--- src/rtl/if_fetch_pkg.sv ---
// Shared types and constants for the instruction fetch unit and its buffer.
package if_fetch_pkg;

  localparam int INST_W      = 32;
  localparam int INST_ADDR_W = 32;
  localparam int IF_STATE_W  = 2;

  localparam logic [INST_W-1:0] INST_NOP = 32'h0000_0013;  // addi x0,x0,0

  localparam logic [IF_STATE_W-1:0] S_FETCH = 2'd0;
  localparam logic [IF_STATE_W-1:0] S_WAIT  = 2'd1;
  localparam logic [IF_STATE_W-1:0] S_DROP  = 2'd2;

  typedef struct packed {
    logic [INST_ADDR_W-1:0] addr;
    logic [INST_W-1:0]      data;
  } fetch_entry_t;

  localparam int ENTRY_W = INST_ADDR_W + INST_W;

endpackage

--- src/rtl/if_fetch_if.sv ---
// Fetch-unit bus bundle: instruction memory side, decode side and redirect input.
interface if_fetch_if;
  import if_fetch_pkg::*;

  logic                   imem_req_o;
  logic [INST_ADDR_W-1:0] imem_addr_o;
  logic                   imem_ack_i;
  logic [INST_W-1:0]      imem_data_i;
  logic [INST_W-1:0]      inst_o;
  logic [INST_ADDR_W-1:0] inst_addr_o;
  logic                   inst_valid_o;
  logic                   inst_ready_i;
  logic                   redirect_i;
  logic [INST_ADDR_W-1:0] redirect_addr_i;

  modport master (
    output imem_req_o, imem_addr_o, inst_o, inst_addr_o, inst_valid_o,
    input  imem_ack_i, imem_data_i, inst_ready_i, redirect_i, redirect_addr_i
  );

  modport slave (
    input  imem_req_o, imem_addr_o, inst_o, inst_addr_o, inst_valid_o,
    output imem_ack_i, imem_data_i, inst_ready_i, redirect_i, redirect_addr_i
  );

endinterface

--- src/rtl/if_fetch_fifo.sv ---
// if_fifo: small synchronous FIFO with single-cycle flush and occupancy count.
module if_fifo #(
  parameter int FIFO_DEPTH = 2,
  parameter int WIDTH      = 64
) (
  input  logic                        clk,
  input  logic                        rst,
  input  logic                        flush,
  input  logic                        push,
  input  logic [WIDTH-1:0]            push_data,
  input  logic                        pop,
  output logic [WIDTH-1:0]            head,
  output logic [$clog2(FIFO_DEPTH):0] count,
  output logic                        empty
);
  localparam int PTR_W = $clog2(FIFO_DEPTH);
  localparam int CNT_W = PTR_W + 1;

  logic [WIDTH-1:0] mem [FIFO_DEPTH];
  logic [PTR_W-1:0] wr_ptr;
  logic [PTR_W-1:0] rd_ptr;

  always_ff @(posedge clk or posedge rst) begin
    if (rst) begin
      wr_ptr <= '0;
      rd_ptr <= '0;
      count  <= '0;
    end else if (flush) begin
      wr_ptr <= '0;
      rd_ptr <= '0;
      count  <= '0;
    end else begin
      if (push) wr_ptr <= wr_ptr + 1'b1;
      if (pop)  rd_ptr <= rd_ptr + 1'b1;
      count <= count + CNT_W'(push) - CNT_W'(pop);
    end
  end

  // Storage carries no reset; only the pointers decide what is valid.
  always_ff @(posedge clk) begin
    if (push && !flush) mem[wr_ptr] <= push_data;
  end

  assign head  = mem[rd_ptr];
  assign empty = (count == '0);

endmodule

--- src/rtl/if_fetch.sv ---
// Instruction fetch unit: PC owner, single-outstanding imem requests, buffered hand-off to decode.
// Optional macro IF_MISALIGN_EXC_EN adds fetch_misalign_o and blocks fetch on misaligned redirects.
module if_fetch
  import if_fetch_pkg::*;
#(
  parameter logic [INST_ADDR_W-1:0] RESET_ADDR = 32'h0000_0000,
  parameter int                     FIFO_DEPTH = 2
) (
  input  logic        clk,
  input  logic        rst,
  if_fetch_if.master  bus
`ifdef IF_MISALIGN_EXC_EN
  ,
  output logic        fetch_misalign_o
`endif
);
  localparam int CNT_W = $clog2(FIFO_DEPTH) + 1;
  localparam logic [CNT_W-1:0] DEPTH_C = CNT_W'(FIFO_DEPTH);

  logic [IF_STATE_W-1:0]  state;
  logic [INST_ADDR_W-1:0] pc;
  logic [INST_ADDR_W-1:0] req_addr;
  logic                   req;
  logic                   misalign;
  logic [CNT_W-1:0]       count;
  logic                   empty;
  logic                   push;
  logic                   pop;
  logic                   can_issue;
  logic [INST_ADDR_W-1:0] redirect_pc;
  logic                   redirect_bad;
  fetch_entry_t           head;
  fetch_entry_t           push_entry;

`ifdef IF_MISALIGN_EXC_EN
  assign redirect_pc      = bus.redirect_addr_i;
  assign redirect_bad     = |bus.redirect_addr_i[1:0];
  assign fetch_misalign_o = misalign;
`else
  assign redirect_pc      = {bus.redirect_addr_i[INST_ADDR_W-1:2], 2'b00};
  assign redirect_bad     = 1'b0;
`endif

  // Nothing is outstanding in S_FETCH, so occupancy alone proves a free slot at ack time.
  assign can_issue  = (count < DEPTH_C) && !misalign;
  assign push       = (state == S_WAIT) && bus.imem_ack_i && !bus.redirect_i;
  assign pop        = !empty && bus.inst_ready_i;
  assign push_entry = '{addr: pc, data: bus.imem_data_i};

  always_ff @(posedge clk or posedge rst) begin
    if (rst) begin
      state    <= S_FETCH;
      pc       <= RESET_ADDR;
      req      <= 1'b0;
      req_addr <= RESET_ADDR;
      misalign <= 1'b0;
    end else if (bus.redirect_i) begin
      pc       <= redirect_pc;
      misalign <= redirect_bad;
      if (state != S_FETCH) begin
        if (bus.imem_ack_i) begin
          req   <= 1'b0;
          state <= S_FETCH;
        end else begin
          state <= S_DROP;
        end
      end
    end else begin
      case (state)
        S_FETCH: begin
          if (can_issue) begin
            req      <= 1'b1;
            req_addr <= pc;
            state    <= S_WAIT;
          end
        end
        S_WAIT: begin
          if (bus.imem_ack_i) begin
            pc    <= pc + 32'd4;
            req   <= 1'b0;
            state <= S_FETCH;
          end
        end
        S_DROP: begin
          if (bus.imem_ack_i) begin
            req   <= 1'b0;
            state <= S_FETCH;
          end
        end
        default: begin
          req   <= 1'b0;
          state <= S_FETCH;
        end
      endcase
    end
  end

  if_fifo #(
    .FIFO_DEPTH (FIFO_DEPTH),
    .WIDTH      (ENTRY_W)
  ) u_fifo (
    .clk       (clk),
    .rst       (rst),
    .flush     (bus.redirect_i),
    .push      (push),
    .push_data (push_entry),
    .pop       (pop),
    .head      (head),
    .count     (count),
    .empty     (empty)
  );

  assign bus.imem_req_o   = req;
  assign bus.imem_addr_o  = req_addr;
  assign bus.inst_valid_o = !empty;
  assign bus.inst_o       = empty ? INST_NOP : head.data;
  assign bus.inst_addr_o  = empty ? pc : head.addr;

endmodule

--- src/flat_wrapper.sv ---
// flat-port wrapper written by rule: the top's interface ports become plain ports
module if_fetch_flat import if_fetch_pkg::*;
#(
  parameter logic [INST_ADDR_W-1:0] RESET_ADDR = 32'h0000_0000,
  parameter int                     FIFO_DEPTH = 2
)
  (clk, rst, bus_imem_req_o, bus_imem_addr_o, bus_inst_o, bus_inst_addr_o, bus_inst_valid_o, bus_imem_ack_i, bus_imem_data_i, bus_inst_ready_i, bus_redirect_i, bus_redirect_addr_i);
  if_fetch_if bus_i ();
  input  logic clk;
  input  logic rst;
  output wire logic [$bits(bus_i.imem_req_o)-1:0] bus_imem_req_o;
  output wire logic [$bits(bus_i.imem_addr_o)-1:0] bus_imem_addr_o;
  output wire logic [$bits(bus_i.inst_o)-1:0] bus_inst_o;
  output wire logic [$bits(bus_i.inst_addr_o)-1:0] bus_inst_addr_o;
  output wire logic [$bits(bus_i.inst_valid_o)-1:0] bus_inst_valid_o;
  input wire logic [$bits(bus_i.imem_ack_i)-1:0] bus_imem_ack_i;
  input wire logic [$bits(bus_i.imem_data_i)-1:0] bus_imem_data_i;
  input wire logic [$bits(bus_i.inst_ready_i)-1:0] bus_inst_ready_i;
  input wire logic [$bits(bus_i.redirect_i)-1:0] bus_redirect_i;
  input wire logic [$bits(bus_i.redirect_addr_i)-1:0] bus_redirect_addr_i;
  assign bus_imem_req_o = bus_i.imem_req_o;
  assign bus_imem_addr_o = bus_i.imem_addr_o;
  assign bus_inst_o = bus_i.inst_o;
  assign bus_inst_addr_o = bus_i.inst_addr_o;
  assign bus_inst_valid_o = bus_i.inst_valid_o;
  assign bus_i.imem_ack_i = bus_imem_ack_i;
  assign bus_i.imem_data_i = bus_imem_data_i;
  assign bus_i.inst_ready_i = bus_inst_ready_i;
  assign bus_i.redirect_i = bus_redirect_i;
  assign bus_i.redirect_addr_i = bus_redirect_addr_i;
  if_fetch #(.RESET_ADDR(RESET_ADDR), .FIFO_DEPTH(FIFO_DEPTH)) u_core (.clk(clk), .rst(rst), .bus(bus_i));
endmodule
--- config.mk ---
export PLATFORM = sky130hd
export DESIGN_NAME = if_fetch_flat
export DESIGN_NICKNAME = d
export VERILOG_FILES = /design/src/rtl/if_fetch_pkg.sv /design/src/rtl/if_fetch_if.sv /design/src/rtl/if_fetch_fifo.sv /design/src/rtl/if_fetch.sv /design/src/flat_wrapper.sv
export SDC_FILE = /design/constraint.sdc
export NUM_CORES = 1
export LEC_CHECK = 0
export BUFFER_PORTS_ARGS = -buffer_cell sky130_fd_sc_hd__buf_2
export CAP_MARGIN = 10
export CORE_ASPECT_RATIO = 1.5
export CORE_UTILIZATION = 45
export DETAILED_ROUTE_END_ITERATION = 7
export PLACE_DENSITY = 0.65
export SLEW_MARGIN = 25
export SYNTH_ARGS = -nofsm -noshare
export SYNTH_HDL_FRONTEND = slang
export SYNTH_SLANG_ARGS = --single-unit
--- constraint.sdc ---
create_clock -name clk -period 9.2 [get_ports clk]
set_input_delay 0.46 -clock clk [delete_from_list [all_inputs] [get_ports clk]]
set_output_delay 0.46 -clock clk [all_outputs]
set_load 0.01 [all_outputs]
# ---- Word level (Yosys, flattened, before mapping)
# Memory sizes are Yosys's and may differ from the RTL's.
# Index checks and enable logic that the tools add are counted.
dict set report word_totals {
  ff_bits 71
  ramBits 128
  n_memories 1
  word_cells 61
  out_inout_bits 98
}
# memory depth width rd rd_ports_with_merged_regs wr line_no
set mem_list {}
lappend mem_list {u_core.u_fifo.mem 2 64 1 0 1 if_fetch_fifo.sv:19} ;# logic [WIDTH-1:0] mem [FIFO_DEPTH];
dict set report op_classes {
  n_addsub 5
  magnitude_cmp 1
  n_bitwise 1
  mux 23
  n_eq_ne 5
  reduce_logical 18
}
# cell n
set op_table {}
lappend op_table {{2-to-1 mux 32 bit} 5}
lappend op_table {{adder 32 x 3 -> 32 bit, second input constant} 1}
lappend op_table {{2-to-1 mux 2 bit} 6}
lappend op_table {{2-to-1 mux 1 bit} 10}
lappend op_table {{nonzero test 2 bit} 5}
lappend op_table {{AND reduction 3 bit} 2}
lappend op_table {{logical AND 1 bit} 4}
lappend op_table {{logical NOT 2 bit} 2}
lappend op_table {{one-hot mux 2 bit (2 select lines)} 1}
lappend op_table {{AND reduction 2 bit} 2}
lappend op_table {{!= test 3 x 1 -> 1 bit, second input constant} 1}
lappend op_table {{!= test 3 x 2 -> 1 bit, second input constant} 1}
lappend op_table {{adder 1 bit, second input constant} 2}
lappend op_table {{adder 2 x 1 -> 2 bit} 1}
lappend op_table {{== test 2 x 1 -> 1 bit, second input constant} 1}
lappend op_table {{== test 2 bit, second input constant} 1}
lappend op_table {{logical NOT 1 bit} 2}
lappend op_table {{less-than comparator 2 bit, second input constant} 1}
lappend op_table {{!= test 2 x 1 -> 1 bit, second input constant} 1}
lappend op_table {{one-hot mux 1 bit (2 select lines)} 1}
lappend op_table {{OR reduction 2 bit} 1}
lappend op_table {{subtractor 2 x 1 -> 2 bit} 1}
lappend op_table {{inverter 1 bit} 1}

# ---- Longest topological paths before layout
# Gate-level depths: netlist of run 1.
dict set report depth {
  word_depth 6
  mapped_depth 8
  mapped_depth_nobuf 8
}

# ---- By module
# A second synthesis of run 1 with hierarchy kept.
dict set report unflattened {
  hier_cells 588
  area_unflattened_um2 8813.5
}
# module area_per_inst_um2 cells_each instances seq_area_each_um2
set modules_own_cells {}
lappend modules_own_cells {if_fifo 5034.8 218 1 3943.8}
lappend modules_own_cells {if_fetch 3778.6 370 1 1576.5}

# ---- Worst setup path before layout of run 1
# Ideal clock, no wire load.
dict set report synth_timing {
  path_kind {input -> register}
  start {in bus_redirect_i}
  end {mem u_core.u_fifo.mem[0][0], enable pin}
  path_buffers 1
  slack_ps 5230
  path_stages 4
  arrival_ps 3487
  setup_ps 482
  path_cell_list {clkbuf_1 > inv_1 > nand3_1 > nor2_1}
}
dict set report synth_via {
  elab_chain_len 5
}
# item line_no
set synth_rtl {}
lappend synth_rtl {{from (decl)} flat_wrapper.sv:19} ;# input wire logic [$bits(bus_i.redirect_i)-1:0] bus_redirect_i;
lappend synth_rtl {{logical NOT 1 bit (*)} {if_fetch_fifo.sv:41, if_fetch.sv:46}}
lappend synth_rtl {{logical AND 1 bit} if_fetch.sv:46} ;# assign push = (state == S_WAIT) && bus.imem_ack_i && !bus.redirect_i;
lappend synth_rtl {{logical AND 1 bit (*)} if_fetch_fifo.sv:41} ;# if (push && !flush) mem[wr_ptr] <= push_data;
lappend synth_rtl {{2-to-1 mux 1 bit (*)} if_fetch_fifo.sv:41}
lappend synth_rtl {{2-to-1 mux 1 bit (implied by the code) (*)} if_fetch_fifo.sv:41}
lappend synth_rtl {{to (decl)} if_fetch_fifo.sv:19}
# Mark *: on every way between the ends. The rest lies on a longest branch, timed or not.

# ---- Final worst setup path of run 1
dict set report layout_timing {
  start {in bus_redirect_i}
  end {mem u_core.u_fifo.mem[0][61], enable pin}
}
# The elaborated chain is that of the path after synthesis.

==> impl_summary.log, run 1 <==
[metrics] outcome: complete, but fails checks
[metrics] violated checks: DRC
[metrics] worst r2r path cells: 9
[metrics] buffer levels on the longest clock path: 2
[metrics] post-synthesis share of cell area spent on and, or, nand and nor gates: 11.3%
[metrics] largest net degree at the start of global routing: 91
[metrics] Cell variety after synth: 42
[metrics] # hold bufs at CTS: 0
[metrics] initial antenna violation count: 0
[metrics] die height: 167 um
[metrics] fin nets: 849
[metrics] arrival time reported for the critical path endpoint: 3020 ps
[metrics] number of enable flip-flop cells after synthesis: 124
[metrics] Crit Path Class: primary input to flop
[metrics] number of search-and-repair iterations in the first detailed-routing pass: 7
[metrics] mean routed wirelength per cell: 17.6 um
[metrics] pre-CTS setup slack: 5740 ps
[metrics] initial DRC count: 362
[metrics] Avg Vias per Cell: 5.37
[metrics] Slew HR: 43.5%
[metrics] R2R Path Start: u_core.u_fifo.count[1]
[metrics] H-tree depth: 4
[metrics] most common cell in the synthesized netlist: sky130_fd_sc_hd__edfxtp_1
[metrics] number of global-route vias before repair: 5344
[metrics] cell type with the largest total area after synthesis: sky130_fd_sc_hd__edfxtp_1
[metrics] share of cell area taken by muxes after synthesis: 11.9%
[metrics] share of the cycle needed by the critical path after routing: 32.3%
[metrics] die area: 18800 um2
[metrics] unrepaired setup endpoints after global routing: false
[metrics] layout cells sized above 1: 29.4%
[metrics] Total GRT Usage: 19.4%
[metrics] combinational family with the most area after synthesis: multiplexers
[metrics] Post-Syn Instances: 630
[metrics] standard-cell rows: 60
[metrics] CP Depth: 6
[metrics] standard cell core area: 17900 um2
[metrics] syn avg cell area: 13.0 um2
[metrics] global-route congestion overflow total: 0
[metrics] Static Leakage: 3.81 nW
[metrics] total of max-cap violations: 0
[metrics] register area share after synthesis: 65.9%
[metrics] total negative setup slack: 0 ps
[metrics] Top Ports: 167
[metrics] leading register cell type out of synthesis: sky130_fd_sc_hd__edfxtp_1
[metrics] half-perimeter wire length after detailed placement: 11400 um
[metrics] cell area after synthesis: 8200 um2
[metrics] final count of pins violating max slew: 0
[metrics] end of the worst register-to-register path: u_core.u_fifo.count[1]
[metrics] CTS clk-pin slew, worst paths: 70 ps
[metrics] number of buffers and inverters on the critical path: 4
[metrics] Initial Utilization: 45.9%
[metrics] count of cells resized by post-cts repair: 0
[metrics] final standard cell utilization of the core: 54.8%
[metrics] count of port buffers added during placement: 160
[metrics] crit path setup slack, layout: 6230 ps
[metrics] Startpoint Class: primary input
[metrics] number of inserted filler cells in the final layout: 1524
[metrics] worst clock skew: 10.6 ps
[metrics] number of diodes: 0
[metrics] cells taking the most area after synthesis: sky130_fd_sc_hd__edfxtp_1 (45%), sky130_fd_sc_hd__dfrtp_1 (20%), sky130_fd_sc_hd__mux2i_1 (7.8%)
[metrics] endpoint kind of the worst setup timing path: flop
[metrics] global-route wire length before repair: 27800 um
[metrics] Post-route DRC: 17
[metrics] Setup Buffers After CTS: 0
[metrics] Worst path max stage delay: 630 ps
[metrics] Peak VDD IR: 0.000173 V
[metrics] timing-limited maximum frequency: 337 MHz
[metrics] time the final worst path needs with I/O delays and setup: 2970 ps
[metrics] wire length reported by the detailed router: 17700 um
[metrics] number of buffers inserted during clock tree synthesis: 17
[metrics] ranking of synthesized cells by instance count: sky130_fd_sc_hd__edfxtp_1 (124), sky130_fd_sc_hd__dfrtp_1 (67), sky130_fd_sc_hd__nand2_1 (67), sky130_fd_sc_hd__mux2i_1 (64), sky130_fd_sc_hd__nor2_1 (50)
[metrics] Hold Violations, Final: 0
[metrics] Synth-to-Final Area Change: 19.4%
[metrics] total vias in the final route: 5392
[metrics] clock tree root driver cell: sky130_fd_sc_hd__clkbuf_16
[metrics] count of yosys warnings during synthesis: 0
[metrics] cell area power density: 294 nW/um2
[metrics] total power draw: 0.00287 W
[metrics] class of the worst hold path: primary input to asynchronous set/reset pin
[metrics] gate family responsible for the most delay along the worst path: buffers and inverters
[metrics] adder and majority cell fraction of the synthesized area: 0.916%
[metrics] CP max-delay cell: sky130_fd_sc_hd__buf_4
[metrics] number of clock sinks: 191
[metrics] Critical Path Most Common Cell: sky130_fd_sc_hd__buf_4
[metrics] GPL Wtd Cong: 0.858
[metrics] cells along the critical path: buf_2, buf_4, inv_1, nand3_1, nor2_4, buf_4
[metrics] highest net fanout along the worst path: 54
[metrics] endpoint required time on the critical path: 9250 ps
[metrics] antenna-violating nets left: 0
[metrics] area share of the largest cell type after synthesis: 45.4%
[metrics] compound-gate portion of the synthesized area: 5.45%
[metrics] share of async-settable or async-resettable flops after synthesis: 35.1%
[metrics] XOR/XNOR Fraction of Synth Area: 1.71%
[metrics] Die Span X: 112 um
[metrics] clock tree from TritonCTS: yes
[metrics] slew at the pin closest to its max-slew limit: 848 ps
[metrics] register bit count reported by yosys: 191
[metrics] final setup violating endpoints: 0
[metrics] worst reg2reg setup slack: 6620 ps
[metrics] insertion delay of the later-clocked pin in the worst-skew pair: 420 ps
[worst min-delay path, stage by stage]
cell	delay, ps
sky130_fd_sc_hd__buf_2	100
sky130_fd_sc_hd__inv_2	40
sky130_fd_sc_hd__buf_6	500
[flip-flops by register name (all words and copies together) (netlist names)]
register                count
u_core.bus.imem_addr_o     30
u_core.u_fifo.count         2
u_core.pc                  30
u_core.u_fifo.mem         124
u_core.u_fifo.wr_ptr        1
u_core.u_fifo.rd_ptr        1
u_core.state                2
u_core.bus.imem_req_o       1
[how the worst max path moves through the flow]
stage / start / endpoint / slack (ps)
3_3_place_gp: bus_redirect_i / u_core.u_fifo.mem[0][58] / 5810
2_1_floorplan: bus_redirect_i / u_core.u_fifo.mem[0][0] / 5230
5_1_grt: bus_redirect_i / u_core.u_fifo.mem[0][61] / 6030
3_5_place_dp: bus_redirect_i / u_core.u_fifo.mem[0][55] / 5740
4_1_cts: bus_redirect_i / u_core.u_fifo.mem[0][61] / 6200
6_report: bus_redirect_i / u_core.u_fifo.mem[0][61] / 6230
[cells in the final DEF, fill, tap and decap left out, types with 4 or more instances in the layout]
| cell | n |
|---|---|
| sky130_fd_sc_hd__or4_1 | 13 |
| sky130_fd_sc_hd__buf_2 | 160 |
| sky130_fd_sc_hd__nor2_1 | 47 |
| sky130_fd_sc_hd__edfxtp_1 | 124 |
| sky130_fd_sc_hd__o211ai_1 | 7 |
| sky130_fd_sc_hd__inv_1 | 8 |
| sky130_fd_sc_hd__clkbuf_16 | 18 |
| sky130_fd_sc_hd__nand4_1 | 16 |
| sky130_fd_sc_hd__nand2_1 | 67 |
| sky130_fd_sc_hd__o31ai_1 | 6 |
| sky130_fd_sc_hd__and3_1 | 4 |
| sky130_fd_sc_hd__o21ai_0 | 49 |
| sky130_fd_sc_hd__nor4_1 | 4 |
| sky130_fd_sc_hd__mux2_2 | 25 |
| sky130_fd_sc_hd__dfrtp_1 | 66 |
| sky130_fd_sc_hd__xnor2_1 | 9 |
| sky130_fd_sc_hd__buf_4 | 5 |
| sky130_fd_sc_hd__mux2i_1 | 64 |
| sky130_fd_sc_hd__conb_1 | 4 |
| sky130_fd_sc_hd__nand3_1 | 16 |
| sky130_fd_sc_hd__ha_1 | 6 |
| sky130_fd_sc_hd__a31oi_1 | 8 |
| sky130_fd_sc_hd__xor2_1 | 7 |
| sky130_fd_sc_hd__inv_6 | 4 |
| sky130_fd_sc_hd__and4_1 | 4 |
| sky130_fd_sc_hd__mux2_1 | 5 |
[per-stage QoR]
stage / hold slack (ps) / area, um2 / std cells
finish: 192 / 9790 / 1004
floorplan: 437 / 8210 / 633
global route: 199 / 9790 / 1004
detailed placement: 479 / 9160 / 971
CTS: 199 / 9760 / 1003
global placement: 466 / 9160 / 971
[area by class of cell]
cell class / count / area, um2 / area share [%]
Inverter: 9 / 33.8 / 0.345
Multi-Input combinational cell: 388 / 2600 / 26.6
Tap cell: 217 / 272 / 2.77
Sequential cell: 191 / 5400 / 55.2
Clock inverter: 10 / 123 / 1.25
Clock buffer: 22 / 475 / 4.86
Timing Repair Buffer: 167 / 877 / 8.96
[where the power goes]
part           total, W  internal (W)  switching [W]
registers       0.00116       0.00105       0.000108
clock network  0.000742      0.000427       0.000314
logic          0.000977      0.000418       0.000560
[logic make-up (layout without fill, tap and decap cells)]
kind of cell             count (synthesis)  after routing
AO/OA/AOI/OAI                           77             77
XOR/XNOR                                16             16
adder cells (fa/ha/maj)                  6              6
buffers and inverters                   54            208
flip-flops                             191            191
multiplexers                            94             94
other                                    1              4
AND/OR/NAND/NOR                        191            191
[metal layers]
metal | GRT usage [%] | routed length [um] | vias up
li1 | - | - | 2588
met1 | 24.2 | 7460 | 2600
met2 | 33.4 | 9000 | 187
met3 | 3.84 | 975 | 17
met4 | 6.90 | 246 | 0
met5 | 0 | 0 | -
Note: power is estimated with default switching activity, not from simulation.
==> inputs of run 2 (changes only) <==
--- a/config.mk
+++ b/config.mk
@@ -5,12 +5,13 @@
 export SDC_FILE = /design/constraint.sdc
 export NUM_CORES = 1
 export LEC_CHECK = 0
+export ABC_AREA = 1
 export BUFFER_PORTS_ARGS = -buffer_cell sky130_fd_sc_hd__buf_2
 export CAP_MARGIN = 10
 export CORE_ASPECT_RATIO = 1.5
 export CORE_UTILIZATION = 45
 export DETAILED_ROUTE_END_ITERATION = 7
-export PLACE_DENSITY = 0.65
+export PLACE_DENSITY = 0.68
 export SLEW_MARGIN = 25
 export SYNTH_ARGS = -nofsm -noshare
 export SYNTH_HDL_FRONTEND = slang
==> constraint.sdc (replaced) <==
create_clock -name clk -period 2.6 [get_ports clk]
set_input_delay 0.13 -clock clk [delete_from_list [all_inputs] [get_ports clk]]
set_output_delay 0.13 -clock clk [all_outputs]
set_load 0.01 [all_outputs]
==> run 2 against run 1 <==
  * The run now ends clean
  * Combinational power increased to 3.6 times the previous value
  * Clock skew increased by 5.2 ps
  * Cell count increased by 30%
  * Critical path type is now flop to output port
  * Critical endpoint is now bus_inst_o[13]
  * Largest power group unchanged
==> impl_summary.log, run 2 <==
[metrics] outcome: completed
[metrics] global-route wire length before repair: 33900 um (+22%)
[metrics] area share of the largest cell type after synthesis: 44.4% (-1.1 points)
[metrics] global-route congestion overflow total: 0 (unchanged)
[metrics] Static Leakage: 4.65 nW (+22%)
[metrics] most common cell in the synthesized netlist: sky130_fd_sc_hd__nand2_1
[metrics] Die Span X: 114 um (+1.2%)
[metrics] Total GRT Usage: 23.4% (+4.0 points)
[metrics] clock tree root driver cell: sky130_fd_sc_hd__clkbuf_16
[metrics] Seq. cell area: 5400 um2 (about the same)
[metrics] cell area power density: 959 nW/um2 (+230%)
[metrics] share of async-settable or async-resettable flops after synthesis: 35.1% (unchanged)
[metrics] H-tree depth: 4 (unchanged)
[metrics] initial antenna violation count: 0 (unchanged)
[metrics] Crit Path Class: flop to output port
[metrics] largest net degree at the start of global routing: 68 (-25%)
[metrics] most used cells in the layout excluding fill and tap cells: sky130_fd_sc_hd__nand2_1 (256), sky130_fd_sc_hd__buf_2 (160), sky130_fd_sc_hd__edfxtp_1 (124)
[metrics] most frequent standard cell in the layout excluding fill and tap cells: sky130_fd_sc_hd__nand2_1
[metrics] time the final worst path needs with I/O delays and setup: 2180 ps
[metrics] standard-cell rows: 60 (unchanged)
[metrics] fin nets: 1121 (+32%)
[metrics] share of the cycle needed by the critical path after routing: 83.8%
[metrics] number of global-route vias before repair: 6739 (+26%)
[metrics] Slew HR: 50.2% (+6.7 points)
[metrics] pre-CTS setup slack: 613 ps (-5120 ps)
[metrics] number of enable flip-flop cells after synthesis: 124 (unchanged)
[metrics] initial DRC count: 495 (+37%)
[metrics] CTS clk-pin slew, worst paths: 80 ps (about the same)
[metrics] buffer levels on the longest clock path: 2 (unchanged)
[metrics] Synth-to-Final Area Change: 28.2%
[metrics] clock tree from TritonCTS: yes
[metrics] CP max-delay cell: sky130_fd_sc_hd__dfrtp_2
[metrics] crit path setup slack, layout: 420 ps (-5810 ps)
[metrics] half-perimeter wire length after detailed placement: 14600 um (+28%)
[metrics] final count of pins violating max slew: 0 (unchanged)
[metrics] unrepaired setup endpoints after global routing: false
[metrics] register bit count reported by yosys: 191 (unchanged)
[metrics] arrival time reported for the critical path endpoint: 2050 ps (-970 ps)
[metrics] Post-route DRC: 0 (-17)
[metrics] cell type with the largest total area after synthesis: sky130_fd_sc_hd__edfxtp_1
[metrics] final setup violating endpoints: 0 (unchanged)
[metrics] post-layout instance area: 10800 um2 (+9.9%)
[metrics] highest net fanout along the worst path: 29 (-46%)
[metrics] number of diodes: 0 (unchanged)
[metrics] worst clock skew: 15.8 ps (+5.24 ps)
[metrics] count of port buffers added during placement: 160 (unchanged)
[metrics] insertion delay of the later-clocked pin in the worst-skew pair: 440 ps (+20 ps)
[metrics] Area after DPL: 9520 um2 (+4.0%)
[metrics] Logic pwr share: 33.6% (-0.4 points)
[metrics] cells along the critical path: inv_2, buf_4, nand2_1, a21oi_1, buf_2
[metrics] internal power of the cells: 0.00646 W (+240%)
[metrics] Hold Violations, Final: 0 (unchanged)
[metrics] Post-Syn Instances: 830 (+32%)
[metrics] syn avg cell area: 10.1 um2 (-22%)
[metrics] GPL Wtd Cong: 0.897 (+4.5%)
[metrics] total of max-cap violations: 0 (unchanged)
[metrics] endpoint required time on the critical path: 2470 ps (-6780 ps)
[metrics] largest register by flop count: u_core.u_fifo.mem
[metrics] antenna-violating nets left: 0 (unchanged)
[metrics] max FFs per register: 124 (unchanged)
[metrics] class of the worst hold path: primary input to flop
[metrics] total negative setup slack: 0 ps (unchanged)
[metrics] Worst path max stage delay: 410 ps (-220 ps)
[metrics] cell area after synthesis: 8400 um2 (+2.4%)
[metrics] sequential power share: 39.5% (-0.7 points)
[metrics] clock network fraction of total power: 26.9% (+1.1 points)
[metrics] register area share after synthesis: 64.3% (-1.5 points)
[metrics] leading register cell type out of synthesis: sky130_fd_sc_hd__edfxtp_1
[metrics] net switching fraction of the power: 37.4% (+3.3 points)
[metrics] die area: 19200 um2 (+2.4%)
[metrics] wire length reported by the detailed router: 21700 um (+23%)
[metrics] Peak VDD IR: 0.000446 V (+160%)
[metrics] Multi-input gate area: 2640 um2 (+1.2%)
[metrics] switching power: 0.00386 W (+290%)
[metrics] Top Ports: 167 (unchanged)
[metrics] ranking of synthesized cells by instance count: sky130_fd_sc_hd__nand2_1 (257), sky130_fd_sc_hd__edfxtp_1 (124), sky130_fd_sc_hd__a21oi_1 (68), sky130_fd_sc_hd__dfrtp_1 (67), sky130_fd_sc_hd__inv_1 (52)
[metrics] total vias in the final route: 6732 (+25%)
[metrics] die height: 169 um (+1.2%)
[metrics] count of yosys warnings during synthesis: 0 (unchanged)
[metrics] Initial Utilization: 46.4% (+0.51 points)
[metrics] number of search-and-repair iterations in the first detailed-routing pass: 5 (-2)
[metrics] number of buffers inserted during clock tree synthesis: 17 (unchanged)
[metrics] timing-limited maximum frequency: 459 MHz
[metrics] number of clock sinks: 191 (unchanged)
[metrics] mean routed wirelength per cell: 16.6 um (-5.8%)
[metrics] slew at the pin closest to its max-slew limit: 748 ps (-100 ps)
[metrics] endpoint kind of the worst setup timing path: output port
[metrics] Startpoint Class: flop
[metrics] number of inserted filler cells in the final layout: 1533 (+0.59%)
[metrics] Cell variety after synth: 32 (-24%)
[metrics] standard cell core area: 18100 um2 (+1.3%)
[metrics] cells taking the most area after synthesis: sky130_fd_sc_hd__edfxtp_1 (44%), sky130_fd_sc_hd__dfrtp_1 (20%), sky130_fd_sc_hd__nand2_1 (11%)
[metrics] layout cells sized above 1: 22.6% (-6.8 points)
[metrics] Avg Vias per Cell: 5.15 (-4.1%)
[run 2: cell types whose count changed after synthesis, sizes merged, moves of 13 or more]
cell	change
nand3	+34
a21oi	+66
a22oi	+25
inv	+45
mux2	-26
nand4	-13
nand2	+195
mux2i	-64
or4	-13
[run 2: critical path, delay by kind of cell, from the launching register on]
kind	cells	cell delay, ps
buffers and inverters	3	930
DFF	1	410
AOI/OAI and AO/OA	1	150
and+or+nand+nor	1	100
[run 2: stage by stage]
stage	power [W]	hold slack, ps	utilization, %	std cells
2_1_floorplan	0.00616	229	-	833
3_3_place_gp	0.00748	249	52.6	1216
3_5_place_dp	0.00756	244	52.6	1216
4_1_cts	0.0104	3.91	59.5	1307
5_1_grt	0.0110	31.5	59.5	1307
6_report	0.0103	16.4	59.5	1307
[run 2: area by class of cell]
type	count	share of cell area (%)
clock buffer	17	3.95
clock inverter	15	2.05
inverter	55	1.92
multi-input combinational	546	24.5
sequential	191	50.2
tap	248	2.88
timing repair buffer	235	14.5
[run 2: power groups by stage]
stage               Sequential [W]  Clock (W)  Combinational, W
global route               0.00413    0.00295           0.00388
global placement           0.00411          0           0.00337
finish                     0.00407    0.00278           0.00347
floorplan                  0.00417          0           0.00200
detailed placement         0.00413          0           0.00343
CTS                        0.00407    0.00282           0.00351
[run 2: metal layers]
layer  wire length [um]  GRT usage, %
met1               8430          26.2
met2              11400          42.4
met3               1020          3.61
met4                804          12.2
met5                  0             0
[run 2: worst paths after layout]
kind	from	to	slack (ps)	depth (start not counted)
worst max-delay path	u_core.u_fifo.rd_ptr	bus_inst_o[13]	420	5
max in group asynchronous	rst	u_core.pc[30]	1930	4
min in group asynchronous	rst	u_core.bus.imem_req_o	310	4
worst max register to register	u_core.state[1]	u_core.u_fifo.mem[1][34]	600	7
worst min-delay path	bus_redirect_addr_i[19]	u_core.pc[19]	20	5
worst min register to register	u_core.bus.imem_addr_o[31]	u_core.bus.imem_addr_o[31]	480	2
[run 2: kinds of logic after synthesis]
| kind of cell | after synthesis | share of synthesized area (%) |
|---|---|---|
| and+or+nand+nor | 380 | 18.9 |
| DFF | 191 | 64.3 |
| AOI/OAI and AO/OA | 143 | 9.64 |
| buffers and inverters | 96 | 4.72 |
| xor gates and xnor gates | 9 | 0.939 |
| adders and majority gates | 6 | 0.894 |
| muxes | 4 | 0.536 |
| other | 1 | 0.0447 |
[run 2: repair_timing]
item                                   CTS  global route
endpoints found under the hold margin  157             0
hold buffers                            59             0
gates resized for setup                  0             0
setup buffers                            0             0
